==> config.mk <==
export PLATFORM = sky130hd
export DESIGN_NAME = regfile_write_queue
export DESIGN_NICKNAME = d
export VERILOG_FILES = /design/src/rtl/regfile_write_queue.sv
export SDC_FILE = /design/constraint.sdc
export NUM_CORES = 1
export LEC_CHECK = 0
export CAP_MARGIN = 40
export CORE_UTILIZATION = 45
export CTS_CLUSTER_SIZE = 28
export DETAILED_ROUTE_END_ITERATION = 12
export HOLD_SLACK_MARGIN = 0.08
export PLACE_DENSITY = 0.65
export SYNTH_ARGS = -nofsm -noshare
export SYNTH_HDL_FRONTEND = slang
export SYNTH_SLANG_ARGS = --single-unit
==> constraint.sdc <==
create_clock -name clk -period 4.2 [get_ports clk]
set_clock_uncertainty 0.1 [all_clocks]
set_input_delay 0.84 -clock clk [delete_from_list [all_inputs] [get_ports clk]]
set_output_delay 0.84 -clock clk [all_outputs]
set_load 0.02 [all_outputs]
==> src/rtl/regfile_write_queue.sv <==
// regfile_write_queue: two-producer write buffer feeding the RegFile write port, with read bypass.
// Optional in-place coalescing of writes to pending non-head entries: define REGFILE_WQ_COALESCE_EN.
module regfile_write_queue #(
    parameter int DEPTH = 4,
    parameter int AW    = 5,
    parameter int DW    = 32
) (
    input  logic                     clk,
    input  logic                     rst_n,
    input  logic                     a_valid,
    output logic                     a_ready,
    input  logic [AW-1:0]            a_addr,
    input  logic [DW-1:0]            a_data,
    input  logic                     b_valid,
    output logic                     b_ready,
    input  logic [AW-1:0]            b_addr,
    input  logic [DW-1:0]            b_data,
    output logic                     we,
    output logic [AW-1:0]            wa,
    output logic [DW-1:0]            wd,
    input  logic [AW-1:0]            ra1,
    input  logic [AW-1:0]            ra2,
    output logic                     hit1,
    output logic                     hit2,
    output logic [DW-1:0]            bd1,
    output logic [DW-1:0]            bd2,
    output logic [$clog2(DEPTH):0]   count
);
    localparam int PW = $clog2(DEPTH);
    localparam int CW = PW + 1;

    logic [AW-1:0] addr_q [DEPTH];
    logic [AW-1:0] addr_d [DEPTH];
    logic [DW-1:0] data_q [DEPTH];
    logic [DW-1:0] data_d [DEPTH];
    logic [PW-1:0] head_q, head_d, tail, a_idx, b_idx;
    logic [CW-1:0] count_q, count_d, free;
    logic          pop, a_acc, b_acc, a_hit, b_hit, same, a_enq, b_enq;

    // Handshake readiness and drain port; free space ignores the same-cycle pop.
    always_comb begin
        free    = CW'(DEPTH) - count_q;
        a_ready = free >= CW'(1);
        b_ready = (free >= CW'(2)) || ((free >= CW'(1)) && !a_valid);
        pop     = count_q != '0;
        we      = pop;
        wa      = pop ? addr_q[head_q] : '0;
        wd      = pop ? data_q[head_q] : '0;
        count   = count_q;
    end

    // Bypass lookups scan oldest to newest so the newest match wins.
    always_comb begin
        hit1 = 1'b0;
        hit2 = 1'b0;
        bd1  = '0;
        bd2  = '0;
        for (int i = 0; i < DEPTH; i++) begin
            if (i < int'(count_q) && ra1 != '0 && addr_q[head_q + PW'(i)] == ra1) begin
                hit1 = 1'b1;
                bd1  = data_q[head_q + PW'(i)];
            end
            if (i < int'(count_q) && ra2 != '0 && addr_q[head_q + PW'(i)] == ra2) begin
                hit2 = 1'b1;
                bd2  = data_q[head_q + PW'(i)];
            end
        end
    end

    // Next queue contents: A lands before B; register 0 writes are swallowed.
    always_comb begin
        a_acc = a_valid && a_ready && a_addr != '0;
        b_acc = b_valid && b_ready && b_addr != '0;
        a_hit = 1'b0;
        b_hit = 1'b0;
        a_idx = '0;
        b_idx = '0;
        same  = 1'b0;
`ifdef REGFILE_WQ_COALESCE_EN
        for (int i = 1; i < DEPTH; i++) begin
            if (i < int'(count_q) && addr_q[head_q + PW'(i)] == a_addr) begin
                a_hit = 1'b1;
                a_idx = head_q + PW'(i);
            end
            if (i < int'(count_q) && addr_q[head_q + PW'(i)] == b_addr) begin
                b_hit = 1'b1;
                b_idx = head_q + PW'(i);
            end
        end
        same = a_acc && b_acc && a_addr == b_addr;
`endif
        a_enq  = a_acc && !a_hit && !same;
        b_enq  = b_acc && !b_hit;
        tail   = head_q + count_q[PW-1:0];
        addr_d = addr_q;
        data_d = data_q;
        if (a_acc && a_hit) data_d[a_idx] = a_data;
        if (b_acc && b_hit) data_d[b_idx] = b_data;
        if (a_enq) begin
            addr_d[tail] = a_addr;
            data_d[tail] = a_data;
        end
        if (b_enq) begin
            addr_d[tail + PW'(a_enq)] = b_addr;
            data_d[tail + PW'(a_enq)] = b_data;
        end
        head_d  = head_q + PW'(pop);
        count_d = count_q + CW'(a_enq) + CW'(b_enq) - CW'(pop);
    end

    // Queue state registers; reset discards everything pending.
    always_ff @(posedge clk or negedge rst_n) begin
        if (!rst_n) begin
            addr_q  <= '{default: '0};
            data_q  <= '{default: '0};
            head_q  <= '0;
            count_q <= '0;
        end else begin
            addr_q  <= addr_d;
            data_q  <= data_d;
            head_q  <= head_d;
            count_q <= count_d;
        end
    end
endmodule

# Word level (Yosys, flattened, before mapping)
# Cells that the tools add are included.
[word_totals]
output_inout_bits = 109
wordCells = 136
in_bits = 88
regBits = 153
[op_classes]
n_eq_ne = 8
mux = 58
n_addsub = 10
reduce_logical = 30
magnitude_cmp = 14
n_bitwise = 6
[ops]
columns = ["op", "n"]
rows = [
  ["32-bit two-way mux", 19],
  ["32-bit binary-select mux with 2-bit select", 4],
  ["128-bit bitwise mux", 2],
  ["128-bit two-way mux", 2],
  ["32-bit demux with 2-bit select", 2],
  ["5-bit two-way mux", 11],
  ["5-bit binary-select mux with 2-bit select", 4],
  ["20-bit bitwise mux", 2],
  ["5-bit equality test", 8],
  ["20-bit two-way mux", 2],
  ["1-bit logical AND", 23],
  ["5-bit demux with 2-bit select", 2],
  ["5-bit nonzero test", 4],
  ["3-bit greater-or-equal comparator (second input constant)", 6],
  ["2-bit NOT with 3-bit output", 6],
  ["1-bit two-way mux", 8],
  ["3-bit by 1-bit adder with 3-bit output", 2],
  ["1-bit by 3-bit less-than comparator with 1-bit output (first input constant)", 2],
  ["2-bit by 3-bit less-than comparator with 1-bit output (first input constant)", 2],
  ["3-bit by 1-bit less-than comparator with 1-bit output (second input constant)", 2],
  ["2-bit by 1-bit adder with 2-bit output", 2],
  ["2-bit adder (second input constant)", 2],
  ["3-bit by 1-bit greater-or-equal comparator with 1-bit output (second input constant)", 1],
  ["3-bit by 2-bit greater-or-equal comparator with 1-bit output (second input constant)", 1],
  ["7 further kinds", 7],
]

# Longest topological paths before layout
# Gate-level depths: netlist (run 1).
[depth]
depth_word = 12
ltp_mapped = 14
ltp_nobuf = 12

# Worst setup path before layout (run 1)
# No wires, ideal clock.
[synth_timing]
kind = "in2out"
from = "in ra1[1]"
to = "out bd1[11]"
n_path_buf = 3
cell_stages = 10
t_required_ns = 3.260
path_slack_ns = 0.339
arrival_time_ns = 2.921
path_cell_list = "clkbuf_1 -> or4_1 -> nor2_1 -> or3_1 -> buf_2 -> or2_4 -> nand2_2 -> buf_2 -> o221a_1 -> o22ai_1"
[synth_via]
elab_chain_cells = 7
elab_cells_between_ends = 17
cone_classes = "eq/ne: 4; mux: 4; reduce/logical: 9"
[synth_rtl]
columns = ["item", "line_no", "text"]
rows = [
  ["start: declaration", "21", "input logic [AW-1:0] ra1,"],
  ["5-bit nonzero test", "59", "if (i < int'(count_q) && ra1 != '0 && addr_q[head_q + PW'(i)] == ra1) begin"],
  ["1-bit logical AND (2 in series)", "59", ""],
  ["32-bit two-way mux (3 in series)", "59", ""],
  ["32-bit two-way mux (*)", "59", ""],
  ["end: declaration", "25", "output logic [DW-1:0] bd1,"],
]
# Every way passes the cells marked *; elsewhere a longest branch is shown, timed or not.

# Worst setup path in the final report (run 1)
[layout_timing]
from = "reg head_q[0]"
to = "out bd1[4]"
[layout_via]
elab_chain_cells = 10
elab_cells_between_ends = 43
cone_classes = "add/sub: 3; eq/ne: 4; mux: 28; bitwise: 4; reduce/logical: 4"
[layout_rtl]
columns = ["item", "line_no", "text"]
rows = [
  ["start: declaration", "36", "logic [PW-1:0] head_q, head_d, tail, a_idx, b_idx;"],
  ["start signal: assignment", "116", "head_q <= '0;"],
  ["start signal: assignment", "121", "head_q <= head_d;"],
  ["2-bit by 1-bit adder with 2-bit output / 2-bit NOT with 3-bit output (equally long branches)", "59, 61", ""],
  ["2-bit NOT with 3-bit output (implied by the code) / 5-bit binary-select mux with 2-bit select (equally long branches)", "59, 61", ""],
  ["5-bit binary-select mux with 2-bit select / 5-bit two-way mux (equally long branches)", "59", ""],
  ["5-bit two-way mux (implied by the code)", "59", ""],
  ["5-bit two-way mux (implied by the code) / 5-bit equality test (equally long branches)", "59", ""],
  ["5-bit equality test / 1-bit logical AND (equally long branches)", "59", ""],
  ["1-bit logical AND / 32-bit two-way mux (equally long branches)", "59", ""],
  ["32-bit two-way mux (2 in series)", "59", ""],
  ["32-bit two-way mux (*)", "59", ""],
]
# Every way passes the cells marked *; elsewhere a longest branch is shown, timed or not. The select of a mux whose other input is x is not followed.

==> results of run 1 <==
registers in the layout, summed over array words and instances, names as in the netlist:
name    count
data_q    128
addr_q     20
count       3
head_q      2
Yosys cell counts, types with 3 or more instances:
master / instances
a21oi_1: 140
o221a_1: 25
a22oi_1: 4
inv_1: 10
a31oi_1: 8
dfrtp_1: 153
nor4b_1: 5
xnor2_1: 28
mux2_2: 65
and2_1: 8
nor3_1: 11
nor2_1: 156
a21o_1: 4
o2111ai_1: 4
mux2i_1: 273
o211ai_1: 6
a221oi_2: 10
nand4_1: 5
mux4_2: 18
nand2_1: 220
ha_1: 10
clkbuf_1: 73
o21ai_1: 5
buf_1: 20
o21ai_0: 143
o31ai_1: 7
nand2b_1: 5
a221oi_1: 15
buf_4: 6
or4_1: 3
nor3b_1: 3
nor2b_1: 6
buf_2: 37
o221ai_1: 3
o22ai_1: 29
buf_6: 7
xor2_1: 16
a31o_1: 3
critical path: stages (launching register included):
cell and delay [ns]:
dfrtp_4 0.52, buf_12 0.15, buf_12 0.13, mux4_2 0.49, xnor2_2 0.18, nand4_1 0.13
or4b_4 0.58, buf_12 0.19, buf_16 0.17, o21ai_1 0.16, o22ai_1 0.11, buf_4 0.17
placed cells by master, fill, tap and decap left out, types with 9 or more instances in the layout:
cell / instances
mux2i_1: 269
nand2_1: 214
nor2_1: 155
dfrtp_1: 151
buf_4: 135
clkdlybuf4s50_1: 129
a21oi_1: 127
o21ai_0: 120
mux2_2: 65
buf_6: 57
buf_12: 27
o221a_1: 25
o22ai_2: 25
xnor2_1: 23
clkbuf_16: 20
mux4_2: 18
a221oi_2: 18
o21ai_2: 15
xor2_1: 14
a21oi_2: 13
buf_16: 12
ha_1: 10
inv_1: 9
stage by stage:
| stage | setup TNS, ns | instance area (um2) | hold WS (ns) | util [%] | worst slack [ns] |
|---|---|---|---|---|---|
| floorplan | 0 | 13300 | 0.426 | - | 0.339 |
| finish | -9.04 | 18500 | 0.324 | 63.8 | -0.190 |
| global route | -13.96 | 18500 | 0.387 | 63.8 | -0.281 |
| global placement | -24.36 | 16500 | 0.465 | 57.2 | -0.495 |
| CTS | -8.98 | 18000 | 0.368 | 62.2 | -0.195 |
| detailed placement | -25.29 | 16500 | 0.479 | 57.2 | -0.480 |
how the worst max path moves through the flow:
stage | from | endpoint | slack (ns) | depth (start not counted)
final | head_q[0]$_DFF_PN0_ | bd1[4] | -0.19 | 11
after detailed placement | ra2[3] | bd2[21] | -0.48 | 12
after global routing | head_q[0]$_DFF_PN0_ | bd1[4] | -0.28 | 11
after CTS | head_q[0]$_DFF_PN0_ | bd2[31] | -0.20 | 12
after global placement | ra2[3] | bd2[31] | -0.49 | 11
after floorplan | ra1[1] | bd1[11] | 0.34 | 10
per-layer routing:
metal  vias to the layer above  share of wire, %
met3                        99               8.3
met5                         -                 0
met4                         0               2.8
li1                       6166                 -
met2                       594                46
met1                      6472                43
cells by family (layout without fill, tap and decap cells):
family / Yosys count / count (layout)
compound gates: 408 / 408
xor+xnor: 44 / 44
fa+ha+maj: 12 / 12
buf+inv: 154 / 407
flops: 153 / 153
mux: 356 / 356
other cells: 0 / 1
simple gates: 440 / 440
repair_timing:
| item | CTS | global route |
|---|---|---|
| pin swaps | 65 | 29 |
| hold endpoints to repair | 0 | 0 |
| buffers inserted | 17 | 5 |
| resized for setup | 479 | 70 |
| cloned | 11 | 3 |
| setup endpoints to repair | 84 | 67 |
layout make-up:
class | count | area, um2 | share of cell area (%)
antenna | 1 | 2.50 | 0.0136
clock buffer | 18 | 429 | 2.33
clock inverter | 14 | 179 | 0.969
inverter | 10 | 40.0 | 0.217
multi-input combinational | 1260 | 9560 | 51.8
sequential | 153 | 3840 | 20.8
tap | 384 | 480 | 2.60
timing repair buffer | 365 | 3930 | 21.3
==> results.md, run 1 <==
* Clk pin slew, worst setup/hold paths at 0.08 ns
* Area share of fa/ha/maj cells after synthesis at roughly 1.2%
* Crit path time final at between 4 and 5 ns
* M3 GR Usage at 6.78%
* CTS Sinks at between 150 and 200
* Area leader, netlist: dfrtp_1
* Synthesized area at 13300 um2
* Post-Synthesis Cells at ~1.6k
* Finished Layout Cells at 2205
* Clk Latency, worst-skew pair at ~0.46 ns
* Clock Path Buffers at 2
* GRT Util Overall at 31.9%
* GRT overflow at 0
* Met1 Use GR at roughly 43%
* Worst slew margin at around two fifths
* Met2 Usage GRT at 50.3%
* Syn nets at 1667
* Htree depth at 4
* GPL Wtd Cong at roughly 0.9
* XOR/XNOR share of the synthesized area at 2.89%
* Root Buffer: clkbuf_16
* Vias/cell at 6.05
* Reg-to-reg setup timing slack at 0.94 ns
* Post-Synth Simple-Gate Area at 14.1%
* Initial antenna violation count at 1
* Drt first-iter violations at 1293
* Setup WS post-layout at -0.190 ns
* Max cap viols at 0
* Endpoints failing setup at between 60 and 70
* Failing checks: setup timing
* Layout filler cell count at about 2.4k
* NumNets Final at ~1.9k
* I/O pin count at between 150 and 200
* CP endpoint kind: output pin
* # DRC at 0
* Fmax at 228 MHz
* Reg-to-reg critical path endpoint: data_q[87]$_DFF_PN0_
* Synth warn at 0
* Post-synthesis sequential area ratio at 28.7%
* Slew @ Worst Pin at 0.913 ns
* Final Hold Fails at 0
* Die width at roughly 170 um
* Worst min path class: in2async
* Reg2reg path depth at 12
* Synth top area cells: dfrtp_1 (29%), mux2i_1 (20%), nand2_1 (6.2%)
* Core ar. at 28900 um2
* Global-route wire length before repair at around 75 mm
* DP Cell Count at between 2k and 2.5k
* Total die area at 30300 um2
* Synth top area share at 28.7%
* Synth unique cells at 56
* Final Max Tran Viols at 0
* Synth Area in Compound Gates at 18.7%
* Buffers on Ports at 196
* RSZ-0062 raised after global routing: true
* Synthesized area per cell at 8.51 um2
* Primary FF master, synth: dfrtp_1
* Critical path fanouts, max at 7
* Detailed Place HPWL at 29.9 mm
* Largest family of logic cells by synthesized area: multiplexers
* Area growth from synthesis to layout at 38.5%
* Drt pass-1 iters at 5
* Die Y at between 150 and 200 um
* Number of global-route vias before repair at 13.1k
* TritonCTS clock tree: yes
* CP required at 3.26 ns
* WS Path Type: reg2out
* Crit path launch type: flip-flop
* Final period utilization at 105%
* Vias at around 13k
* Antenna-violating nets left at 0
* Synth Register Bits at about 150
* Async SR Flop Fraction at 100%
* Worst endpoint data arrival time at about 3.5 ns
* Post-synthesis mux area share at 29.0%
* Initial Util at 46.1%
* Outcome: complete, but fails checks
* Worst r2r src: count[0]$_DFF_PN0_
* Hold Buf Count CTS at 0
* Busiest grt layer: met2
* Share of cells above drive strength 1 at 26.9%
* Row cnt at 62
* Drt wl/cell at 22.1 um
* Post-Route WL at 48.8 mm
* Post-synth EDFFs at 0
* Largest net degree at the start of global routing at 93
* CTS Buf Count at 17
Power of run 1 is left out: the tool's default activity adds up to more than one toggle a clock period on the data nets, which glitch-free logic cannot reach.
==> run 2: changes to the inputs <==
Settings changed: CORE_UTILIZATION 45 to 40, PLACE_DENSITY 0.65 to 0.61, RECOVER_POWER from default to 100.
Clock period 4.2 ns to 3.8 ns, I/O delays scaled along.
==> run 2 against run 1 <==
Effect of this change: the flow finishes with violations (capacitance limit, slew limit, setup timing); utilization fell by 5.8 points; count of clock-buffer cells in the layout is 1 lower; design area rose by 2.8%; sequential share of layout area is 0.56 points lower; wire length is 7.4% higher; global-route usage shrank 1.8 points; sequential cell count unchanged; die area up 12%; cell count grew 6.8%; critical path type unchanged; highest routed layer unchanged.
==> results.md, run 2 (synthesis results as in run 1) <==
* Detailed Place HPWL at 31.5 mm
* Hold Path Cell Cnt at 2
* Global-route wire length before repair at between 70 and 80 mm
* Final Hold Fails at 0
* # DRC at 0
* Root Buffer: clkbuf_16
* Die Y at ~180 um
* Share of cells above drive strength 1 at 27.9%
* Outcome: complete, but fails checks
* Finished Layout Cells at roughly 2.4k
* Cell chain of the critical path: buf_4 > mux4_2 > xor2_1 > nor4_2 > nand4_2 > buf_6 > a21oi_4 > buf_6 > buf_12 > buf_12 > a221oi_2 > a21oi_1 > buf_4
* DP Cell Count at approximately 2.3k
* Initial Util at between 40% and 50%
* Htree depth at 4
* Crit path launch type: flip-flop
* Drt first-iter violations at 1488
* Critical Path End: bd2[17]
* Max cap viols at 1
* CP required at 2.94 ns
* Clk pin slew, worst setup/hold paths at 0.07 ns
* Number of global-route vias before repair at 13.4k
* Setup crit start: head_q[0]$_DFF_PN0_
* Final Max Tran Viols at 74
* CTS Sinks at 153
* Setup WS post-layout at -0.478 ns
* Fmax at 234 MHz
* Slew @ Worst Pin at between 2 and 2.5 ns
* CTS Buf Count at 17
* Most common cell after layout, fill and taps aside: mux2i_1
* Post-Route WL at 52.3 mm
* WS Path Type: reg2out
* Crit path time final at 4.28 ns
* NumNets Final at 2001
* Reg-to-reg setup timing slack at 0.27 ns
* Reg-to-reg critical path endpoint: data_q[5]$_DFF_PN0_
* Antenna-violating nets left at 0
* Final period utilization at 113%
* Clk Latency, worst-skew pair at 0.43 ns
* CP endpoint kind: output pin
* Drt pass-1 iters at 6
* Failing checks: capacitance limit, slew limit, setup timing
* Area growth from synthesis to layout at 42.3%
* Worst min path class: reg2reg
* Vias at around 14k
* Initial antenna violation count at 0
* Drt wl/cell at 22.2 um
* Layout filler cell count at slightly below 3k
* Row cnt at 66
* Critical path fanouts, max at 5
* Vias/cell at 5.85
* Worst slew margin at -40.1%
* Delay of the slowest critical-path stage at about 0.52 ns
* Largest net degree at the start of global routing at 75
* Max stage delay cell, worst path: dfrtp_4
* Worst endpoint data arrival time at 3.42 ns
* Clock Path Buffers at 2
* Worst r2r src: head_q[0]$_DFF_PN0_
* GRT Util Overall at 30.1%
* Diodes inserted at 0
* Total die area at 34100 um2
* Reg2reg path depth at 10
* I/O pin count at 197
* Biggest register: data_q
* GPL Wtd Cong at 0.887
* GRT overflow at 0
* RSZ-0062 raised after global routing: true
* Die width at 185 um
* Core ar. at 32700 um2
* Buffers on Ports at around 200
* Max FFs per register at 128
* Total negative slack at -26.51 ns
* Most frequent cells in the layout: mux2i_1 (270), nand2_1 (218), buf_4 (207), nor2_1 (156), dfrtp_1 (151)
* Endpoints failing setup at 72
* TritonCTS clock tree: yes
run 2: worst min path at each step:
stage	start	end	slack (ns)
finish	data_q[119]$_DFF_PN0_	data_q[119]$_DFF_PN0_	0.49
global route	data_q[44]$_DFF_PN0_	data_q[44]$_DFF_PN0_	0.52
CTS	rst_n	addr_q[8]$_DFF_PN0_	0.28
detailed placement	data_q[109]$_DFF_PN0_	data_q[109]$_DFF_PN0_	0.48
global placement	data_q[108]$_DFF_PN0_	data_q[108]$_DFF_PN0_	0.46
floorplan	rst_n	addr_q[0]$_DFF_PN0_	0.36
run 2: stage by stage:
| step | hold WS [ns] | instance area (um2) | worst slack [ns] | utilization (%) |
|---|---|---|---|---|
| floorplan | 0.364 | 13300 | 0.0990 | - |
| global placement | 0.462 | 17100 | -0.722 | 52.2 |
| detailed placement | 0.481 | 17100 | -0.703 | 52.2 |
| CTS | 0.284 | 18700 | -0.447 | 57.2 |
| global route | 0.519 | 19000 | -0.587 | 58.0 |
| finish | 0.495 | 19000 | -0.478 | 58.0 |
run 2: metal layers:
| metal | wire length, um | part of all wire (%) | vias to the layer above | global-route usage [%] |
|---|---|---|---|---|
| met5 | 0 | 0 | - | 0 |
| met4 | 1200 | 2.3 | 0 | 10.9 |
| met3 | 3980 | 7.6 | 87 | 5.32 |
| met2 | 24200 | 46 | 626 | 48.8 |
| met1 | 23000 | 44 | 6742 | 40.0 |
| li1 | - | - | 6339 | - |
run 2: critical path: cells and delay by family (launching register included):
family          cells  cell delay, ns
compound gates      3            0.36
xor+xnor            1            0.18
buf+inv             6            0.91
flops               1            0.52
mux                 1            0.51
simple gates        2            0.48
run 2: what timing repair did:
item	4_1_cts	5_1_grt
buffers inserted	34	17
hold buffers	0	0
cloned	13	4
endpoints found under the setup margin	98	91
pin swaps	28	10
resized for setup	464	54
run 2: layout make-up:
class	instances	area [um2]	share of cell area, %
clock buffer	17	425	2.24
clock inverter	15	178	0.937
inverter	10	40.0	0.211
multi-input combinational	1260	9250	48.8
sequential	153	3840	20.2
tap	442	553	2.92
timing repair buffer	459	4690	24.7
Power of run 2 is left out for the same reason.
==> run 3: changes to the inputs <==
Settings changed: CELL_PAD_IN_SITES_DETAIL_PLACEMENT from default to 0, CELL_PAD_IN_SITES_GLOBAL_PLACEMENT from default to 1, CORE_UTILIZATION 40 to 38, PLACE_DENSITY 0.61 to 0.75.
Clock period 3.8 ns to 3.9 ns, I/O delays scaled along.
==> run 3 against run 2 <==
Effect of this change: sequential share of layout area down 0.34 points; wire length is 1.1% higher; design area grew 1.7%; worst hold slack better by 0.00081 ns; via count is essentially flat; utilization down 2.1 points; the flow still finishes with violations (capacitance limit, slew limit, setup timing); first-iteration DRC count down 34%; die area grew 5.2%.
==> results.md, run 3 (synthesis results as in run 1) <==
* Placed Area at 17100 um2
* I/O pin count at 197
* Area growth from synthesis to layout at 44.8%
* Endpoints failing setup at 135
* Die Y at about 190 um
* GRT Util Overall at approximately 28%
* Final Max Tran Viols at 75
* Post-route cell area at ~19000 um2
* Post-Route WL at 52.9 mm
* Buffers on Ports at 196
* Drt pass-1 iters at 5
* NumNets Final at 1998
* Most common cell after layout, fill and taps aside: mux2i_1
* Max FFs per register at 128
* Worst r2r src: head_q[0]$_DFF_PN0_
* Setup WS post-layout at -0.477 ns
* TritonCTS clock tree: yes
* Drt first-iter violations at 978
* Initial antenna violation count at 2
* Largest net degree at the start of global routing at 75
* Core ar. at 34500 um2
* Drt wl/cell at around 22 um
* Outcome: complete, but fails checks
* GRT overflow at 0
* Row cnt at around 70
* Post-route core utilization at a little under three fifths
* Clk pin slew, worst setup/hold paths at 0.07 ns
* Vias at 13.8k
* Initial Util at around two fifths
* Reg-to-reg critical path endpoint: data_q[74]$_DFF_PN0_
* Failing checks: capacitance limit, slew limit, setup timing
* Antenna-violating nets left at 0
* Max cap viols at 1
* Worst hold start: data_q[56]$_DFF_PN0_
* Final Hold Fails at 0
* CP endpoint kind: output pin
* Final period utilization at 112%
* Share of cells above drive strength 1 at 29.1%
* Total die area at ~36000 um2
* Placement Setup Slack at -0.717 ns
* Global-route wire length before repair at between 70 and 80 mm
* Crit path time final at 4.38 ns
* Total negative slack at -30.58 ns
* CP required at 3.02 ns
* Clk Latency, worst-skew pair at 0.44 ns
* Hold Crit Endpoint: data_q[56]$_DFF_PN0_
* Crit path launch type: flip-flop
* CTS Buf Count at 17
* Clock Path Buffers at 2
* Biggest register: data_q
* Slew @ Worst Pin at 2.03 ns
* Reg2reg path depth at 12
* Worst min path class: reg2reg
* Number of global-route vias before repair at 13.3k
* WS Path Type: reg2out
* CTS Sinks at about 150
* Htree depth at 4
* Worst endpoint data arrival time at between 3 and 4 ns
* GPL Wtd Cong at 0.925
* Die width at 189 um
* Detailed Place HPWL at roughly 32 mm
* Hold Path Cell Cnt at 2
* Root Buffer: clkbuf_16
* Vias/cell at between 5 and 6
* RSZ-0062 raised after global routing: true
* Worst slew margin at -35.3%
* Most frequent cells in the layout: mux2i_1 (266), nand2_1 (217), buf_4 (206), nor2_1 (153), dfrtp_1 (151)
* Critical path fanouts, max at 4
* Fmax at 228 MHz
* Reg-to-reg setup timing slack at -0.05 ns
* # DRC at 0
[run 3: changes by cell type in the layout (fill, tap and decap cells not counted), sizes merged]
cell | previous run | this run
dlygate4sd3 | 12 | 3
clkinv | 2 | 4
buf | 310 | 308
clkdlybuf4s50 | 109 | 123
clkbuf | 36 | 35
clkinvlp | 2 | 1
inv | 19 | 12
dlygate4sd2 | 2 | 0
bufinv | 2 | 6
dlymetal6s2s | 5 | 3
diode | 0 | 2
bufbuf | 2 | 3
[run 3: worst max-delay path: stages (launching register included)]
cell,delay [ns]
dfrtp_4,0.47
clkbuf_16,0.16
mux4_2,0.59
xnor2_1,0.18
nand4_1,0.16
nor4b_2,0.38
buf_4,0.22
nand2_8,0.07
buf_12,0.13
clkbuf_16,0.15
buf_6,0.11
a21oi_4,0.16
a21o_1,0.15
buf_6,0.11
[run 3: layout make-up]
class / instances / area (um2)
flip-flops and latches: 153 / 3840
inverters: 10 / 40.0
well taps: 455 / 569
clock inverters: 13 / 240
multi-input cells: 1260 / 9460
fillers: 3116 / 15200
diodes: 2 / 5.00
repair buffers: 456 / 4710
clock buffers: 19 / 443
[run 3: timing repair]
item                                    4_1_cts  5_1_grt
hold buffers                                  0        0
endpoints found under the setup margin       91       86
buffers inserted                             23       30
pin swaps                                    12       58
resized for setup                           405      136
cloned                                        6        9
[run 3: worst max-delay path by stage]
| stage | start | end | slack [ns] | depth (start not counted) |
|---|---|---|---|---|
| floorplan | ra1[1] | bd1[11] | 0.16 | 10 |
| global placement | ra1[3] | bd1[3] | -0.72 | 9 |
| detailed placement | ra1[3] | bd1[0] | -0.72 | 10 |
| CTS | head_q[0]$_DFF_PN0_ | bd2[28] | -0.46 | 14 |
| global route | head_q[0]$_DFF_PN0_ | bd2[21] | -0.59 | 14 |
| finish | head_q[0]$_DFF_PN0_ | bd1[27] | -0.48 | 13 |
[run 3: routing by layer]
| metal | up-vias | global-route usage [%] | share of wire (%) | wire, um |
|---|---|---|---|---|
| met1 | 6743 | 38.7 | 44 | 23400 |
| met2 | 606 | 45.2 | 46 | 24400 |
| met4 | 2 | 7.17 | 2.3 | 1210 |
| met5 | - | 0 | 0.023 | 12 |
| met3 | 90 | 5.26 | 7.3 | 3880 |
| li1 | 6344 | - | - | - |
[run 3: through the flow]
| stage | hold slack [ns] | instances |
|---|---|---|
| final | 0.496 | 2368 |
| after global routing | 0.532 | 2367 |
| after CTS | 0.303 | 2334 |
| after detailed placement | 0.482 | 2273 |
| after global placement | 0.466 | 2272 |
| after floorplan | 0.384 | 1567 |
Power of run 3 is left out for the same reason.
